<file path="config.mk">
export PLATFORM = sky130hd
export DESIGN_NAME = countup_gen
export DESIGN_NICKNAME = d
export VERILOG_FILES = /design/src/rtl/countup_gen.sv
export SDC_FILE = /design/constraint.sdc
export NUM_CORES = 1
export LEC_CHECK = 0
export CAP_MARGIN = 20
export CORE_ASPECT_RATIO = 1.75
export CORE_UTILIZATION = 55
export DETAILED_ROUTE_END_ITERATION = 10
export GPL_ROUTABILITY_DRIVEN = 0
export PLACE_DENSITY = 0.82
export SYNTH_ARGS = -nofsm -noshare
export SYNTH_HDL_FRONTEND = slang
export SYNTH_SLANG_ARGS = --single-unit
</file>
<file path="constraint.sdc">
create_clock -name clk -period 2.8 [get_ports clk]
set_clock_uncertainty 0.2 [all_clocks]
set_input_delay 0.7 -clock clk [delete_from_list [all_inputs] [get_ports clk]]
set_output_delay 0.7 -clock clk [all_outputs]
set_load 0.02 [all_outputs]
</file>
<file path="src/rtl/countup_gen.sv">
// -----------------------------------------------------------------------------
// countup_gen
//
// Counting-pattern source for link and datapath bring-up. It emits a stream of
// DATA_WIDTH-bit words, each one equal to the previous word plus STEP
// (wrapping modulo 2^DATA_WIDTH), together with a valid strobe. It is set up
// and observed over RBCP.
//
// Ports:
//   clk         in   1           system clock, the only clock
//   rst         in   1           synchronous reset, active high
//   data        out  DATA_WIDTH  pattern word (registered)
//   data_valid  out  1           high on cycles that carry a pattern word
//   busy        out  1           high while the generator is running
//   rbcp_we     in   1           RBCP write strobe
//   rbcp_re     in   1           RBCP read strobe
//   rbcp_ack    out  1           RBCP acknowledge, one cycle after the request
//   rbcp_addr   in   32          RBCP address
//   rbcp_wd     in   8           RBCP write data
//   rbcp_rd     out  8           RBCP read data, valid only in the ack cycle
//
// Register map (rbcp_addr[7:0]):
//   0x00 CTRL   wr: bit0 RUN, bit1 SRST (counter <= SEED), bit2 INJ
//               rd: {5'b0, inj_pending, 1'b0, busy}
//   0x01/0x02   SEED low / high byte (high byte holds SEED[DW-1:8])
//   0x03        STEP, zero-extended to DW
//   0x04/0x05   BURST low / high byte (0 = continuous)
//   0x06/0x07   counter low / high byte, read only
//
// Build option:
//   COUNTUP_GEN_ERRINJ_EN - when defined, CTRL.INJ arms a single-word error
//   injection (bit0 of the next emitted word is inverted). When undefined,
//   INJ is ignored and the stream is never corrupted.
//
// DATA_WIDTH must satisfy 8 < DATA_WIDTH <= 16.
// -----------------------------------------------------------------------------
module countup_gen #(
  parameter int          DATA_WIDTH  = 14,
  parameter logic [31:0] RBCP_OFFSET = 32'h1500_0000
) (
  input  logic                  clk,
  input  logic                  rst,
  output logic [DATA_WIDTH-1:0] data,
  output logic                  data_valid,
  output logic                  busy,
  input  logic                  rbcp_we,
  input  logic                  rbcp_re,
  output logic                  rbcp_ack,
  input  logic [31:0]           rbcp_addr,
  input  logic [7:0]            rbcp_wd,
  output logic [7:0]            rbcp_rd
);

  localparam int DW = DATA_WIDTH;

  typedef enum logic {
    S_IDLE = 1'b0,
    S_RUN  = 1'b1
  } state_t;

  state_t          state_q, state_d;
  logic [DW-1:0]   counter_q, counter_d;
  logic [DW-1:0]   seed_q, seed_d;
  logic [7:0]      step_q, step_d;
  logic [15:0]     burst_q, burst_d;
  logic [15:0]     remaining_q, remaining_d;
  logic [DW-1:0]   data_q, data_d;
  logic            data_valid_q, data_valid_d;
  logic            ack_q, ack_d;
  logic [7:0]      rd_q, rd_d;

  logic            inj_pending;

  logic            sel;
  logic            wr_en;
  logic            rd_en;
  logic [7:0]      reg_addr;
  logic [15:0]     seed_ext;
  logic [15:0]     counter_ext;

  assign sel         = (rbcp_addr[31:8] == RBCP_OFFSET[31:8]);
  assign wr_en       = sel & rbcp_we;
  assign rd_en       = sel & rbcp_re;
  assign reg_addr    = rbcp_addr[7:0];
  assign seed_ext    = 16'(seed_q);
  assign counter_ext = 16'(counter_q);

`ifdef COUNTUP_GEN_ERRINJ_EN
  logic inj_pending_q, inj_pending_d;

  // Set wins over the per-word clear so an INJ written while running is
  // applied to the word after the write, not lost.
  always_comb begin
    inj_pending_d = inj_pending_q;
    if (state_q == S_RUN) begin
      inj_pending_d = 1'b0;
    end
    if (wr_en && (reg_addr == 8'h00) && rbcp_wd[2]) begin
      inj_pending_d = 1'b1;
    end
  end

  always_ff @(posedge clk) begin
    if (rst) begin
      inj_pending_q <= 1'b0;
    end else begin
      inj_pending_q <= inj_pending_d;
    end
  end

  assign inj_pending = inj_pending_q;
`else
  assign inj_pending = 1'b0;
`endif

  // ---------------------------------------------------------------------------
  // Next-state, datapath and register-write logic
  // ---------------------------------------------------------------------------
  always_comb begin
    state_d      = state_q;
    counter_d    = counter_q;
    seed_d       = seed_q;
    step_d       = step_q;
    burst_d      = burst_q;
    remaining_d  = remaining_q;
    data_d       = data_q;
    data_valid_d = 1'b0;

    // Datapath: one word per cycle while running. remaining == 0 means
    // continuous; the word emitted with remaining == 1 is the last one.
    if (state_q == S_RUN) begin
      data_d       = counter_q ^ {{(DW-1){1'b0}}, inj_pending};
      data_valid_d = 1'b1;
      counter_d    = counter_q + {{(DW-8){1'b0}}, step_q};
      if (remaining_q != 16'd0) begin
        remaining_d = remaining_q - 16'd1;
        if (remaining_q == 16'd1) begin
          state_d = S_IDLE;
        end
      end
    end

    // Register writes take effect on the edge that samples rbcp_we. They are
    // evaluated after the datapath so SRST overrides the increment and a
    // RUN=0 write overrides the burst bookkeeping.
    if (wr_en) begin
      case (reg_addr)
        8'h00: begin
          if (rbcp_wd[0] && (state_q == S_IDLE)) begin
            state_d     = S_RUN;
            remaining_d = burst_q;
          end else if (!rbcp_wd[0] && (state_q == S_RUN)) begin
            state_d = S_IDLE;
          end
          if (rbcp_wd[1]) begin
            counter_d = seed_q;
          end
        end
        8'h01:   seed_d[7:0]    = rbcp_wd;
        8'h02:   seed_d[DW-1:8] = rbcp_wd[DW-9:0];
        8'h03:   step_d         = rbcp_wd;
        8'h04:   burst_d[7:0]   = rbcp_wd;
        8'h05:   burst_d[15:8]  = rbcp_wd;
        default: ;
      endcase
    end
  end

  // ---------------------------------------------------------------------------
  // RBCP acknowledge and read data: captured in the request cycle so they
  // appear, registered, exactly one cycle later. rd is forced to 0 outside
  // the ack cycle.
  // ---------------------------------------------------------------------------
  always_comb begin
    ack_d = sel & (rbcp_we | rbcp_re);
    rd_d  = 8'h00;
    if (rd_en) begin
      case (reg_addr)
        8'h00:   rd_d = {5'b0, inj_pending, 1'b0, (state_q == S_RUN)};
        8'h01:   rd_d = seed_ext[7:0];
        8'h02:   rd_d = seed_ext[15:8];
        8'h03:   rd_d = step_q;
        8'h04:   rd_d = burst_q[7:0];
        8'h05:   rd_d = burst_q[15:8];
        8'h06:   rd_d = counter_ext[7:0];
        8'h07:   rd_d = counter_ext[15:8];
        default: rd_d = 8'h00;
      endcase
    end
  end

  always_ff @(posedge clk) begin
    if (rst) begin
      state_q      <= S_IDLE;
      counter_q    <= '0;
      seed_q       <= '0;
      step_q       <= 8'd1;
      burst_q      <= 16'd0;
      remaining_q  <= 16'd0;
      data_q       <= '0;
      data_valid_q <= 1'b0;
      ack_q        <= 1'b0;
      rd_q         <= 8'h00;
    end else begin
      state_q      <= state_d;
      counter_q    <= counter_d;
      seed_q       <= seed_d;
      step_q       <= step_d;
      burst_q      <= burst_d;
      remaining_q  <= remaining_d;
      data_q       <= data_d;
      data_valid_q <= data_valid_d;
      ack_q        <= ack_d;
      rd_q         <= rd_d;
    end
  end

  assign data       = data_q;
  assign data_valid = data_valid_q;
  assign busy       = (state_q == S_RUN);
  assign rbcp_ack   = ack_q;
  assign rbcp_rd    = rd_q;

endmodule

</file>
==> results.md <==
* Outcome: finished, final reports clean
* Layout Nets at 699
* Share of layout cells above drive strength 1 at 17.9%
* Post-Route Setup TNS at 0 ns
* Comb power frac at 6.4%
* GRT Overall Usage at 32.5%
* R2R Path Start: step_q[0]
* Top post-synthesis cells by area: dfxtp_1 (37%), mux2i_1 (9.5%), nor2_1 (5.1%)
* Placed cell areas at 6080 um^2
* Area leader, netlist: dfxtp_1
* Vias in the first global route at 4,769
* Vias/cell at around 6.2
* Buffers on Ports at between 60 and 70
* Crit path capture type: flip-flop
* WHS Endpoint: burst_q[7]
* Switching part of the total power at 22.3%
* Final slew viol count at 0
* Synth unique cells at 68
* Clock network fraction of total power at 44.7%
* Detailed-route wire length at 14,900 um
* Maxcap violations at 0
* # H-tree levels at 3
* Syn nets at 607
* Clock Latency Late Sink at around 0.35 ns
* Total core area at 8780 um^2
* First-pass GRT wire length at roughly 23,000 um
* Crit path kind: primary input to flip-flop
* Hold/Removal Path Class: flip-flop to flip-flop
* Clock transition at the registers of the reported paths at around 0.06 ns
* Die width at 74.3 um
* CTS root buf: clkbuf_16
* Max_slew headroom at 59.0%
* Design area at 6440 um^2
* Die footprint at 9560 um^2
* CP Launch Type: primary input
* Switch Pwr at 0.601 mW
* TritonCTS clock tree: yes
* Initial antenna violation count at 0
* Hold path startpoint: burst_q[7]
* First-pass iteration count of the detailed router at 6
* Min Clock Period, post-route at 2.77 ns
* Post-synthesis cell area at 5040 um^2
* CTS Buf Count at 9
* Worst-margin pin slew at 0.614 ns
* IO Count at 69
* Area Growth Syn to Fin at 27.9%
* Bufs on Longest Clock Path at 2
* Final setup fails at 0
* Critical Path RT at 2.82 ns
* Most frequent cell after synthesis: dfxtp_1
* Die H at around 130 um
* Worst path max stage delay at 0.53 ns
* Routed len/inst at 19.5 um
* Diodes inserted at 0
* Pwr/cell area at 419 nW/um^2
* Syn Inst Count at between 500 and 600
* Pint at 2.10 mW
* Number of hold buffers added after CTS at 0
* Asr flop ratio synth at 0%
* Worst Path Max Fanout at 5
* P_leak at 2.48 nW
* Hold Vio Cnt, Final at 0
* CP arrival at roughly 2.8 ns
* Total gr overflow at 0
* Yosys Warn Count at 0
* Commonest cells post-synth: dfxtp_1 (93), nor2_1 (69), mux2i_1 (48)
* Most used DFF post-synth: dfxtp_1
* Tcrit/Tclk final at 98.9%
* Worst path cell trace: clkdlybuf4s50_1 > or4_4 > buf_6 > nor4b_4 > nand3_2 > buf_4 > mux2i_1 > nor2_1
* Row count at 45
* Largest net degree at the start of global routing at 93
* Max VDD drop at 0.404 mV
* Synth Area per Inst at 9.14 um^2
* TritonCTS Sinks at 93
* Initial Util at 57.4%
* Worst path slowest cell: or4_4
* Post-synth EDFFs at 0
* Top delay family on crit path: simple AND/OR/NAND/NOR gates
* Hold Slack at 0.276 ns
* Fin util at between 70% and 80%
* Place WS at -0.388 ns
* Share of power burned in registers at 48.9%
* Post-synth top area share at 37.0%
* Part of the Yosys area used for sequential elements at a little under two fifths
* FMAX at approximately 360 MHz
* R2R setup slack at 0.18 ns
* # DRC at 0
* Vias post-DR at 4,736
* DR iter-0 viols at 309
* Hpwl dp at between 10,000 and 15,000 um
* Final worst-path setup slack at 0.0318 ns
* Yosys reg bits at 93
* WHS Path Cells at 2
* Crit path buf inv count at 3
* FF-to-FF End: counter_q[8]
* Post-route ant nets at 0
* Length in cells of the worst reg-to-reg path at 7
-- final cells by class --
| class | instances | area [um^2] |
|---|---|---|
| Tap cell | 117 | 146 |
| Multi-Input combinational cell | 417 | 3010 |
| Clock buffer | 10 | 229 |
| Clock inverter | 6 | 63.8 |
| Inverter | 7 | 26.3 |
| Timing Repair Buffer | 115 | 1100 |
| Sequential cell | 93 | 1860 |
| Fill cell | 660 | 2340 |
-- worst max path at each step --
stage	startpoint	end	slack, ns	depth (start not counted)
final	rbcp_addr[7]	seed_q[8]	0.03	8
after global routing	rbcp_addr[26]	counter_q[0]	-0.02	8
after CTS	rbcp_addr[5]	counter_q[1]	0.01	7
after detailed placement	rbcp_addr[5]	counter_q[1]	-0.39	7
after global placement	rbcp_addr[5]	counter_q[5]	-0.34	7
after floorplan	rbcp_addr[5]	remaining_q[10]	0.20	7
-- timing repair --
item,CTS,global route
hold endpoints to repair,0,0
endpoints found under the setup margin,7,32
pin swaps,1,8
gates resized for setup,1,7
setup buffers,3,2
-- flip-flops by register name (all words and copies together), names as in the netlist --
register / flops
rbcp_ack: 1
step_q: 8
remaining_q: 16
burst_q: 16
counter_q: 14
busy: 1
data_valid: 1
data: 14
rbcp_rd: 8
seed_q: 14
-- power groups by stage --
stage                     logic, mW  clock network, mW  registers (mW)
final                         0.173               1.21            1.32
after global routing          0.180               1.26            1.32
after CTS                     0.167               1.22            1.32
after detailed placement      0.166                  0            1.35
after global placement        0.163                  0            1.35
after floorplan              0.0625                  0            1.35
-- per-stage QoR --
step / power [mW] / cells
after floorplan: 1.41 / 551
after global placement: 1.52 / 744
after detailed placement: 1.52 / 744
after CTS: 2.71 / 763
after global routing: 2.76 / 765
final: 2.70 / 765
-- worst min-delay path: stages, from the launching register on --
cell and delay [ns]:
dfxtp_1 0.33, nand2_1 0.06, a21oi_1 0.05
-- kinds of logic after synthesis --
family	after synthesis	synth area share (%)
buffers and inverters	41	3.73
XOR/XNOR	17	2.96
AO/OA/AOI/OAI	96	14.4
flip-flops	93	37.0
multiplexers	60	12.9
AND/OR/NAND/NOR	232	25.9
adder cells (fa/ha/maj)	12	3.13
-- cell usage in the layout, fill, tap and decap left out, types with 10 or more instances in the layout --
| cell | n |
|---|---|
| a211oi_2 | 17 |
| a21oi_1 | 27 |
| buf_4 | 40 |
| clkdlybuf4s50_1 | 65 |
| dfxtp_1 | 93 |
| ha_1 | 11 |
| mux2i_1 | 48 |
| nand2_1 | 34 |
| nand3_1 | 25 |
| nand4_1 | 13 |
| nor2_1 | 69 |
| nor2b_1 | 10 |
| nor3_1 | 12 |
| nor4_1 | 11 |
| xnor2_1 | 12 |
-- routing by layer --
layer	up-vias	routed length, um	global-route usage, %
li1	2201	-	-
met2	197	7930	58.0
met5	-	0	0
met1	2257	5080	32.0
met3	81	667	5.25
met4	0	1260	25.6
Power figures use the tool's default switching activity.
